### src/rtl/fp_addsub_pipe_if.sv
// Operand/result handshake bundle for fp_addsub_pipe: valid/ready on both sides.
interface fp_addsub_pipe_if #(
   parameter int unsigned EXP_W = 5,
   parameter int unsigned MAN_W = 10
);
   localparam int unsigned W = 1 + EXP_W + MAN_W;

   logic         in_valid;
   logic         in_ready;
   logic [W-1:0] a;
   logic [W-1:0] b;
   logic         op;
   logic         out_valid;
   logic         out_ready;
   logic [W-1:0] result;
   logic [3:0]   flags;

   modport master (
      output in_valid, a, b, op, out_ready,
      input  in_ready, out_valid, result, flags
   );

   modport slave (
      input  in_valid, a, b, op, out_ready,
      output in_ready, out_valid, result, flags
   );
endinterface

### src/rtl/fp_addsub_pipe.sv
// Three-stage floating-point adder/subtractor, round-to-nearest-even, flush-to-zero.
// Stages: unpack/swap/align -> magnitude add/sub -> normalise/round/pack.
module fp_addsub_pipe #(
   parameter int unsigned EXP_W = 5,
   parameter int unsigned MAN_W = 10
) (
   input  logic            CLK,
   input  logic            RESETn,
   fp_addsub_pipe_if.slave bus
);
   localparam int unsigned W    = 1 + EXP_W + MAN_W;
   localparam int unsigned XW   = MAN_W + 4;
   localparam int unsigned SHW  = $clog2(XW + 1);
   localparam int unsigned EW   = ((EXP_W > SHW) ? EXP_W : SHW) + 2;
   localparam int unsigned EMAX = (1 << EXP_W) - 1;

   typedef struct packed {
      logic             valid;
      logic             special;
      logic [W-1:0]     spec_res;
      logic [3:0]       spec_flg;
      logic             sign;
      logic [EXP_W-1:0] exp;
      logic             eff_sub;
      logic [XW-1:0]    x;
      logic [XW-1:0]    y;
   } s1_t;

   typedef struct packed {
      logic             valid;
      logic             special;
      logic [W-1:0]     spec_res;
      logic [3:0]       spec_flg;
      logic             sign;
      logic [EXP_W-1:0] exp;
      logic [XW:0]      sum;
   } s2_t;

   s1_t          s1_q, s1_d;
   s2_t          s2_q, s2_d;
   logic         out_valid_q;
   logic [W-1:0] result_q;
   logic [3:0]   flags_q;
   logic         advance_c;

   assign advance_c     = ~out_valid_q | bus.out_ready;
   assign bus.in_ready  = advance_c;
   assign bus.out_valid = out_valid_q;
   assign bus.result    = result_q;
   assign bus.flags     = flags_q;

   logic             sa, sb;
   logic [EXP_W-1:0] ea, eb;
   logic [MAN_W-1:0] ma, mb;
   logic             nan_a, nan_b, inf_a, inf_b, zero_a, zero_b, a_big;
   logic [W-1:0]     bf_c;
   logic [EXP_W-1:0] d_c;
   logic [SHW-1:0]   sh_c;
   logic [2*XW-1:0]  ysh_c;

   // Stage 1: classify, pick the larger magnitude as X, align Y with sticky collapse.
   always_comb begin
      bf_c   = {bus.b[W-1] ^ bus.op, bus.b[W-2:0]};
      {sa, ea, ma} = bus.a;
      {sb, eb, mb} = bf_c;
      nan_a  = (ea == '1) && (ma != '0);
      nan_b  = (eb == '1) && (mb != '0);
      inf_a  = (ea == '1) && (ma == '0);
      inf_b  = (eb == '1) && (mb == '0);
      zero_a = (ea == '0);
      zero_b = (eb == '0);
      a_big  = {ea, ma} >= {eb, mb};

      s1_d         = '0;
      s1_d.valid   = bus.in_valid;
      s1_d.special = 1'b1;
      if (nan_a || nan_b || (inf_a && inf_b && (sa != sb))) begin
         s1_d.spec_res = {1'b0, {EXP_W{1'b1}}, 1'b1, {(MAN_W-1){1'b0}}};
         s1_d.spec_flg = 4'b1000;
      end else if (inf_a) begin
         s1_d.spec_res = bus.a;
      end else if (inf_b) begin
         s1_d.spec_res = bf_c;
      end else if (zero_a && zero_b) begin
         s1_d.spec_res = {sa & sb, (W-1)'(0)};
      end else if (zero_a) begin
         s1_d.spec_res = bf_c;
      end else if (zero_b) begin
         s1_d.spec_res = bus.a;
      end else begin
         s1_d.special = 1'b0;
      end

      s1_d.eff_sub = sa ^ sb;
      s1_d.sign    = a_big ? sa : sb;
      s1_d.exp     = a_big ? ea : eb;
      d_c          = a_big ? (ea - eb) : (eb - ea);
      sh_c         = (32'(d_c) >= XW) ? SHW'(XW) : SHW'(d_c);
      ysh_c        = {1'b1, (a_big ? mb : ma), 3'b000, {XW{1'b0}}} >> sh_c;
      s1_d.x       = {1'b1, (a_big ? ma : mb), 3'b000};
      s1_d.y       = {ysh_c[2*XW-1:XW+1], ysh_c[XW] | (|ysh_c[XW-1:0])};
   end

   // Stage 2: magnitude add or subtract; X >= aligned Y so the difference never wraps.
   always_comb begin
      s2_d          = '0;
      s2_d.valid    = s1_q.valid;
      s2_d.special  = s1_q.special;
      s2_d.spec_res = s1_q.spec_res;
      s2_d.spec_flg = s1_q.spec_flg;
      s2_d.sign     = s1_q.sign;
      s2_d.exp      = s1_q.exp;
      s2_d.sum      = s1_q.eff_sub ? ({1'b0, s1_q.x} - {1'b0, s1_q.y})
                                   : ({1'b0, s1_q.x} + {1'b0, s1_q.y});
   end

   logic [SHW-1:0]   lz_c;
   logic [XW-1:0]    norm_c;
   logic [EW-1:0]    e_c, e2_c;
   logic [MAN_W+1:0] rnd_c;
   logic [MAN_W-1:0] mant_c;
   logic             rup_c, inexact_c;
   logic [W-1:0]     res_c;
   logic [3:0]       flg_c;

   // Stage 3: normalise, round to nearest even, detect range limits, select specials.
   always_comb begin
      lz_c = SHW'(XW);
      for (int i = 0; i < XW; i++) begin
         if (s2_q.sum[i]) lz_c = SHW'(XW - 1 - i);
      end
      if (s2_q.sum[XW]) begin
         norm_c = {s2_q.sum[XW:2], s2_q.sum[1] | s2_q.sum[0]};
         e_c    = EW'(s2_q.exp) + EW'(1);
      end else begin
         norm_c = s2_q.sum[XW-1:0] << lz_c;
         e_c    = EW'(s2_q.exp) - EW'(lz_c);
      end
      rup_c     = norm_c[2] & (norm_c[1] | norm_c[0] | norm_c[3]);
      inexact_c = |norm_c[2:0];
      rnd_c     = {1'b0, norm_c[XW-1:3]} + (MAN_W+2)'(rup_c);
      mant_c    = rnd_c[MAN_W+1] ? rnd_c[MAN_W:1] : rnd_c[MAN_W-1:0];
      e2_c      = e_c + EW'(rnd_c[MAN_W+1]);

      res_c = '0;
      flg_c = '0;
      if (s2_q.special) begin
         res_c = s2_q.spec_res;
         flg_c = s2_q.spec_flg;
      end else if (s2_q.sum == '0) begin
         res_c = '0;
      end else if ($signed(e2_c) <= 0) begin
         res_c = {s2_q.sign, (W-1)'(0)};
         flg_c = 4'b0011;
      end else if ($signed(e2_c) >= $signed(EW'(EMAX))) begin
         res_c = {s2_q.sign, {EXP_W{1'b1}}, MAN_W'(0)};
         flg_c = 4'b0101;
      end else begin
         res_c = {s2_q.sign, e2_c[EXP_W-1:0], mant_c};
         flg_c = {3'b000, inexact_c};
      end
   end

   // All stages shift together; a stalled output freezes the whole pipe.
   always_ff @(posedge CLK or negedge RESETn) begin
      if (!RESETn) begin
         s1_q        <= '0;
         s2_q        <= '0;
         out_valid_q <= 1'b0;
         result_q    <= '0;
         flags_q     <= '0;
      end else if (advance_c) begin
         s1_q        <= s1_d;
         s2_q        <= s2_d;
         out_valid_q <= s2_q.valid;
         if (s2_q.valid) begin
            result_q <= res_c;
            flags_q  <= flg_c;
         end
      end
   end
endmodule

### src/flat_wrapper.sv
// flat-port wrapper written by rule: the top's interface ports become plain ports
module fp_addsub_pipe_flat 
#(
   parameter int unsigned EXP_W = 5,
   parameter int unsigned MAN_W = 10
)
  (CLK, RESETn, bus_in_valid, bus_a, bus_b, bus_op, bus_out_ready, bus_in_ready, bus_out_valid, bus_result, bus_flags);
  fp_addsub_pipe_if #(.EXP_W(EXP_W), .MAN_W(MAN_W)) bus_i ();
  input  logic CLK;
  input  logic RESETn;
  input wire logic [$bits(bus_i.in_valid)-1:0] bus_in_valid;
  input wire logic [$bits(bus_i.a)-1:0] bus_a;
  input wire logic [$bits(bus_i.b)-1:0] bus_b;
  input wire logic [$bits(bus_i.op)-1:0] bus_op;
  input wire logic [$bits(bus_i.out_ready)-1:0] bus_out_ready;
  output wire logic [$bits(bus_i.in_ready)-1:0] bus_in_ready;
  output wire logic [$bits(bus_i.out_valid)-1:0] bus_out_valid;
  output wire logic [$bits(bus_i.result)-1:0] bus_result;
  output wire logic [$bits(bus_i.flags)-1:0] bus_flags;
  assign bus_i.in_valid = bus_in_valid;
  assign bus_i.a = bus_a;
  assign bus_i.b = bus_b;
  assign bus_i.op = bus_op;
  assign bus_i.out_ready = bus_out_ready;
  assign bus_in_ready = bus_i.in_ready;
  assign bus_out_valid = bus_i.out_valid;
  assign bus_result = bus_i.result;
  assign bus_flags = bus_i.flags;
  fp_addsub_pipe #(.EXP_W(EXP_W), .MAN_W(MAN_W)) u_core (.CLK(CLK), .RESETn(RESETn), .bus(bus_i));
endmodule
### config.mk
export PLATFORM = sky130hd
export DESIGN_NAME = fp_addsub_pipe_flat
export DESIGN_NICKNAME = d
export VERILOG_FILES = /design/src/rtl/fp_addsub_pipe_if.sv /design/src/rtl/fp_addsub_pipe.sv /design/src/flat_wrapper.sv
export SDC_FILE = /design/constraint.sdc
export NUM_CORES = 1
export LEC_CHECK = 0
export ABC_AREA = 1
export CORE_AREA = 2 2 128 130
export DETAILED_ROUTE_END_ITERATION = 12
export DIE_AREA = 0 0 130 132
export PLACE_DENSITY = 0.78
export SLEW_MARGIN = 10
export SYNTH_ARGS = -nofsm -noshare
export SYNTH_HDL_FRONTEND = slang
export SYNTH_SLANG_ARGS = --single-unit
### constraint.sdc
create_clock -name CLK -period 7.95 [get_ports CLK]
set_input_delay 0.795 -clock CLK [delete_from_list [all_inputs] [get_ports CLK]]
set_output_delay 0.795 -clock CLK [all_outputs]
set_load 0.03 [all_outputs]
# Word-level counts from Yosys, hierarchy flattened
# Cells that the tools add are included.
# classes
addsub,8
order_cmp,4
eq_ne,3
n_shift,2
mux,45
n_bitwise,10
reduce_logical,19
# ops
operator,count
$mux 16,8
$mux 4,13
$mux 15,3
$mux 10,3
$shr 28x4->28,1
$logic_not 10->1,2
$reduce_bool 10->1,2
$add 14x14->15,1
$ge 15x15->1,1
$logic_not 15->1,1
$mux 3,5
$sub 14x14->15,1
$mux 14,1
$reduce_or 14->1,1
$shl 14x4->14,1
$add 11x1->12,1
$eq 5x5->1 const B,2
$logic_not 5->1,2
$mux 5,2
$sub 5x5->5,2
$add 7x1->7,1
$ge 7x6->1 const B,1
$le 7x1->1 const B,1
$logic_and 1x1->1,7
14 further kinds,28
# word_totals
register_bits,118

# Depth between registers and ports, before layout
# Gate-level depths: netlist (run 1).
# depth
ltp_word,26
mapped_depth,43
depth_no_buf,43

# Worst setup path after synthesis (run 1)
# Ideal clock, no wire load.
# synth_path
path_type,register to register
start,register u_core.s2_q[5] in the netlist's numbering
end,register u_core.result_q[6] (netlist: u_core.bus.result[6])
setup_ns,0.077
t_arrival_ns,3.730
setup_slack_ns,4.142
stages_incl_launch_ff,30
path_buffers,1
period_less_slack_ns,3.808
path_cell_list,dfrtp_1 > nor2_1 > a21boi_1 > o31ai_4 > a21oi_4 > buf_2 > nand3_1 > nand2_1 > nand2_1 > nand2_2 > nand3_4 > nor2_4 > nand2_2 > nor2_4 > ha_1 > nand2_1 > nor2_1 > nand2_1 > nor2_1 > xor2_1 > nor2_1 > nand3_1 > nand2_1 > inv_1 > nand2_1 > nor2_4 > inv_1 > nor2_2 > nand3_1 > a21oi_1
# synth_between
elab_chain_len,21
# synth_lines
element,line_no,source
start: declaration,fp_addsub_pipe.sv:40,"s2_t s2_q, s2_d;"
start signal: assignment,fp_addsub_pipe.sv:168,s2_q <= '0;
start signal: assignment,fp_addsub_pipe.sv:174,s2_q <= s2_d;
$mux 3,fp_addsub_pipe.sv:130,if (s2_q.sum[i]) lz_c = SHW'(XW - 1 - i);
$mux 4 (8 in series),fp_addsub_pipe.sv:130,
$shl 14x4->14,fp_addsub_pipe.sv:136,norm_c = s2_q.sum[XW-1:0] << lz_c;
$mux 14,fp_addsub_pipe.sv:132,if (s2_q.sum[XW]) begin
$or 1x1->1 (2 in series),fp_addsub_pipe.sv:139,rup_c = norm_c[2] & (norm_c[1] | norm_c[0] | norm_c[3]);
$and 1x1->1,fp_addsub_pipe.sv:139,
$add 11x1->12,fp_addsub_pipe.sv:141,"rnd_c = {1'b0, norm_c[XW-1:3]} + (MAN_W+2)'(rup_c);"
$add 7x1->7,fp_addsub_pipe.sv:143,e2_c = e_c + EW'(rnd_c[MAN_W+1]);
$ge 7x6->1,fp_addsub_pipe.sv:155,end else if ($signed(e2_c) >= $signed(EW'(EMAX))) begin
$mux 15,fp_addsub_pipe.sv:155,
$mux 15,fp_addsub_pipe.sv:152,end else if ($signed(e2_c) <= 0) begin
$mux 16 *,fp_addsub_pipe.sv:150,end else if (s2_q.sum == '0) begin
$mux 16 *,fp_addsub_pipe.sv:147,if (s2_q.special) begin
end signal: assignment,fp_addsub_pipe.sv:177,result_q <= res_c;
end: declaration,fp_addsub_pipe.sv:42,logic [W-1:0] result_q;
# Mark *: on every way between the ends. The rest lies on a longest branch, timed or not.
# A chain may end at the register's enable or synchronous reset.

# Final worst setup path (run 1)
# Same ends and word-level chain as after synthesis.

==> results.cfg, run 1 <==
[cts]
htreeDepth = 3
clk_pin_slew_ns = 0.08
hold_buffers = 0
clock_latency_ns = 0.36
post_cts_buffers = 0
clockBufferDepth = 2
cts.sinks = 112
root_buffer = clkbuf_16
numCtsBuffers = 9
cts_resized = 0
cts_tree = built

[cells_and_area]
num_antenna_cells = 0
final_util_pct = 61.5
multi_input_area_mm2 = 0.00504
nFillCells = 1445
final_layout_size_suffix_gt1_share_pct = 6.15
area_growth_pct = 10.9
fin_nets = 1374
seqCellArea_mm2 = 0.00280

[setup_path]
crit_top_cell = nand2_1
startpoint_type = flip-flop
critPathMaxFanout = 17
crit_type = reg2reg
ff2ff_setup_slack_ns = 3.07
cp-end-kind = flip-flop
cp_slowest_cell = dfrtp_1
r2r-start = u_core.s2_q[5]
worstPathRequired_ns = 8.24
cp.arrival_ns = 5.18
worstReg2RegEnd = u_core.bus.result[6]
endpoint = u_core.bus.result[6]
cp-startpoint = u_core.s2_q[5]
reg2reg_depth = 30
critPathMaxStageDelay_ns = 0.46

[route]
wire_per_inst_um = 14.9
routed_via_density = 5.54
drtPass1Iterations = 5
vias = 8317
dr.first_iter.drc_count = 671
drc = 0
final_antenna_net_count = 0
wl_um = 22400

[yosys]
ys.flop_type = dfrtp_1
async_flop_share_pct = 100
yosysSeqAreaShare_pct = 32.1
syn_avg_cell_area_um2 = 6.95
synthCells = 1254
syn-cell-area_mm2 = 0.00872
synthesis.nets = 1346
ys_warn_count = 0
synth_cell_types = 51
synth-edff-count = 0
synth-seq-cells = 112

[status]
status = complete, no violations

[global_routing]
met3_usage_pct = 4.50
grt_use_met1_pct = 38.3
grt_max_degree = 104
grt_pass1_wl_um = 37600
grt_pass1_vias = 7772
antenna_found_initial = 0
use_met2_pct = 41.7
groute.usage.overall_pct = 27.1
grt_most_used_layer = met2
grt_remaining_overflow = 0

[die]
initial_core_util_pct = 55.5
design.core.area_mm2 = 0.0157
design.portCount = 59
rows = 46
die_height_um = 132
dieArea_mm2 = 0.0172
die_w_um = 130

[placement]
port_buffers = 58
gp_congestion = 1.01
hpwlAfterDp_um = 17100

[worst_hold_path]
min_path_type = in2async

[timing]
drv_slew = 0
hold_viol_final = 0
finClkSkew_ns = 0.0108
setup_tns_ns = 0
worstMarginPinSlew_ns = 0.943
fin_crit_ns = 4.88
slew_headroom_pct = 37.2
min_period_over_period_pct = 61.4
max_freq_mhz = 205
rsz0062_at_grt = false
setup_viol = 0

[pwr]
powerDensity_mw_per_mm2 = 341
power_mw = 3.30
power.leakage_nw = 4.71
ir_drop_uv = 170

[run]
drv_cap = 0
## synthesized netlist by cell type, types with 2 or more instances
master / instances / area share (%)
nor3_1: 5 / 0.29
a21oi_4: 2 / 0.37
nand3_4: 2 / 0.40
nand2_2: 10 / 0.72
nand2_4: 2 / 0.26
a22oi_1: 15 / 1.3
nand3_1: 120 / 6.9
a21oi_1: 74 / 4.2
o21bai_1: 4 / 0.34
ha_1: 51 / 7.3
o31ai_1: 4 / 0.34
nor2_4: 8 / 1.0
o21ai_1: 5 / 0.29
o21ai_0: 129 / 7.4
nand4_1: 14 / 1.0
xnor2_1: 3 / 0.30
o221ai_1: 4 / 0.40
a31oi_1: 5 / 0.36
nor2_1: 76 / 3.3
o22ai_1: 18 / 1.3
nand2_1: 298 / 13
fa_1: 4 / 0.92
nor4_1: 4 / 0.29
nand3_2: 8 / 0.92
or2_2: 10 / 0.72
inv_2: 9 / 0.39
inv_1: 168 / 7.2
dfrtp_1: 112 / 32
xor2_1: 19 / 1.9
buf_4: 4 / 0.34
clkinv_1: 2 / 0.086
buf_2: 4 / 0.23
nand3b_1: 2 / 0.17
o211ai_1: 4 / 0.34
nor3b_1: 2 / 0.17
clkbuf_1: 36 / 1.5
nor2_2: 3 / 0.22
## final cells by class
| type | instances | share of cell area [%] |
|---|---|---|
| multi-input cells | 917 | 52.1 |
| flip-flops and latches | 112 | 29.0 |
| inverters | 179 | 6.95 |
| repair buffers | 63 | 6.37 |
| well taps | 216 | 2.79 |
| clock buffers | 9 | 2.33 |
| clock inverters | 5 | 0.440 |
## worst min-delay path by stage
stage / from / endpoint / slack [ns] / cells past startpoint
floorplan: u_core.s1_q[53] / u_core.s2_q[39] / 0.44 / 2
global placement: u_core.s1_q[48] / u_core.s2_q[34] / 0.47 / 2
detailed placement: u_core.s1_q[48] / u_core.s2_q[34] / 0.47 / 2
CTS: RESETn / u_core.s2_q[13] / 0.43 / 1
global route: RESETn / u_core.s2_q[14] / 0.45 / 1
finish: RESETn / u_core.s2_q[4] / 0.42 / 1
## metrics by stage
| stage | instances | hold WS, ns | area, µm² | setup slack [ns] |
|---|---|---|---|---|
| 2_1_floorplan | 1254 | 0.437 | 8720 | 4.14 |
| 3_3_place_gp | 1487 | 0.467 | 9400 | 2.93 |
| 3_5_place_dp | 1487 | 0.471 | 9400 | 2.80 |
| 4_1_cts | 1501 | 0.428 | 9670 | 3.11 |
| 5_1_grt | 1501 | 0.451 | 9670 | 2.62 |
| 6_report | 1501 | 0.416 | 9670 | 3.07 |
## power breakdown
part / internal (mW) / switching [mW]
Clock: 0.212 / 0.209
Sequential: 0.748 / 0.172
Combinational: 0.678 / 1.28
Total: 1.64 / 1.66
## worst max-delay path: cells and delay by family, from the launching register on
kind	cells	cell delay (ns)
fa+ha+maj	1	0.21
buf+inv	4	0.57
compound gates	4	0.95
simple gates	20	2.42
xor+xnor	1	0.22
flops	1	0.46
## kinds of logic after synthesis
kind of cell / synth area share (%)
xor+xnor: 2.21
compound gates: 17.5
simple gates: 29.7
fa+ha+maj: 8.24
flops: 32.1
buf+inv: 10.1
mux: 0.115
## registers in the layout, indices dropped and copies added, names as in the netlist
register,cells
u_core.s1_q,51
u_core.bus.flags,4
u_core.bus.result,16
u_core.s2_q,40
u_core.bus.out_valid,1
## cell usage in the layout, fill, tap and decap left out, types with 9 or more instances in the layout
cell	count
clkdlybuf4s50_1	57
dfrtp_1	112
or2_2	10
xor2_1	19
clkbuf_16	9
a22oi_1	15
nand2_2	10
ha_1	51
nand4_1	14
o21ai_0	129
nand2_1	298
o22ai_1	18
inv_1	168
nor2_1	75
nand3_1	120
nor2_4	9
inv_2	9
a21oi_1	74
## per-layer routing
layer | up-vias | share of wire (%)
met5 | - | 0
met4 | 0 | 3.4
met3 | 50 | 4.6
met2 | 250 | 46
met1 | 3829 | 46
li1 | 4188 | -
No activity file was read; power rests on OpenSTA's default activity.
==> run 2: changes to the inputs <==
clock period = 4.55 ns   (was 7.95 ns; I/O delays follow)
==> run 2 against run 1 <==
Fmax is 15% higher. Largest power group unchanged. First-iteration DRC count up 25%. Critical endpoint is now u_core.bus.result[7]. Register-to-register slack worse by 2.8 ns. Power rose by 88%. Clock-buffer cell count did not move. Sequential cell count did not move. Worst hold slack worse by 0.19 ns. Sequential power increased by 70%. Non-clock buffer count grew 34.
==> results.cfg, run 2 (same netlist as run 1, synthesis figures left out) <==
[status]
status = complete, no violations

[setup_path]
cp-startpoint = u_core.s2_q[2]
reg2reg_depth = 33
critPathMaxStageDelay_ns = 0.44
crit_top_cell = nand2_1
crit_type = reg2reg
r2r-start = u_core.s2_q[2]
worstReg2RegEnd = u_core.bus.result[7]
startpoint_type = flip-flop
cp-end-kind = flip-flop
worstPathRequired_ns = 4.84
cp_slowest_cell = dfrtp_2
cp.arrival_ns = 4.53
ff2ff_setup_slack_ns = 0.31
critPathMaxFanout = 17

[cells_and_area]
largest-register = u_core.s1_q
largest_register_ffs = 51
layout_common_cells = 292 x nand2_1, 167 x inv_1, 129 x o21ai_0, 119 x nand3_1, 110 x dfrtp_1
seqCellArea_mm2 = 0.00281
final_common_cell = nand2_1
nFillCells = 1430
multi_input_area_mm2 = 0.00512
num_antenna_cells = 0
final_layout_size_suffix_gt1_share_pct = 9.98
area_growth_pct = 15.5
fin_nets = 1410

[timing]
finClkSkew_ns = 0.00844
fin_crit_ns = 4.24
worstMarginPinSlew_ns = 0.971
layout_setup_ws_ns = 0.306
min_period_over_period_pct = 93.3
max_freq_mhz = 236
hold_viol_final = 0
worst_hold_slack_ns = 0.227
slew_headroom_pct = 35.3
setup_viol = 0
drv_slew = 0

[pwr]
power_mw = 6.20
power.leakage_nw = 4.93
powerDensity_mw_per_mm2 = 615
ir_drop_uv = 265

[global_routing]
groute.usage.overall_pct = 27.8
antenna_found_initial = 0
grt_max_degree = 78
grt_pass1_vias = 7935
grt_remaining_overflow = 0
grt_pass1_wl_um = 38400

[route]
vias = 8611
routed_via_density = 5.60
drtPass1Iterations = 5
drc = 0
final_antenna_net_count = 0
wl_um = 23200
dr.first_iter.drc_count = 840
wire_per_inst_um = 15.1

[worst_hold_path]
min_path_type = in2async

[cts]
clock_latency_ns = 0.36
htreeDepth = 3
clk_pin_slew_ns = 0.08
cts_tree = built
cts.sinks = 112
clockBufferDepth = 2
hold_buffers = 0
root_buffer = clkbuf_16
numCtsBuffers = 9

[die]
die_height_um = 132
design.portCount = 59
dieArea_mm2 = 0.0172
die_w_um = 130
initial_core_util_pct = 55.5
design.core.area_mm2 = 0.0157
rows = 46

[placement]
pre_cts_slack_ns = 0.121
hpwlAfterDp_um = 17400
port_buffers = 58
gp_congestion = 0.970

[run]
drv_cap = 0
-- run 2: metrics by stage --
step / setup TNS, ns / utilization, % / instance area [µm²] / std cells
2_1_floorplan: 0 / - / 8720 / 1254
3_3_place_gp: 0 / 60.4 / 9490 / 1498
3_5_place_dp: 0 / 60.4 / 9490 / 1498
4_1_cts: 0 / 62.4 / 9800 / 1514
5_1_grt: -0.102 / 64.1 / 10100 / 1539
6_report: 0 / 64.1 / 10100 / 1539
-- run 2: what timing repair did --
item                                    CTS  global route
resized for setup                         0            20
endpoints found under the setup margin    0            17
endpoints found under the hold margin     0             0
buffers inserted                          0            23
-- run 2: critical path: cells and delay by family (launching register included) --
family,cells,cell delay (ns)
AOI/OAI and AO/OA,4,0.53
adders and majority gates,2,0.33
buffers and inverters,6,0.77
DFF,1,0.44
and+or+nand+nor,21,2.09
-- run 2: final cells by class --
class	instances	share of cell area [%]
Multi-Input combinational cell	919	50.9
Sequential cell	112	27.8
Tap cell	216	2.68
Clock inverter	7	0.857
Timing Repair Buffer	97	8.81
Inverter	179	6.71
Clock buffer	9	2.24
-- run 2: worst max path at each step --
stage | end | slack, ns
floorplan | u_core.bus.result[6] | 0.74
global placement | u_core.bus.result[8] | 0.28
detailed placement | u_core.bus.result[6] | 0.12
CTS | u_core.bus.result[6] | 0.09
global route | u_core.bus.result[7] | -0.04
finish | u_core.bus.result[7] | 0.31
-- run 2: report_power, final --
group	switching [mW]	internal [mW]	total, mW
clock	0.396	0.438	0.834
sequential	0.265	1.31	1.57
combinational	2.41	1.38	3.79
-- run 2: metal layers --
layer  share of wire [%]  routed length, µm  vias up  global-route usage, %
li1                    -                  -     4275                      -
met1                  45              10500     3962                   39.2
met2                  46              10800      316                   43.8
met3                 5.1               1190       58                   3.04
met4                 3.0                687        0                   10.9
met5                   0                  0        -                      0
==> run 3: changes to the inputs <==
SLEW_MARGIN = unset   (was 10)
==> results of run 3 <==
Final layout, timing and power as in run 2 (identical DEF).
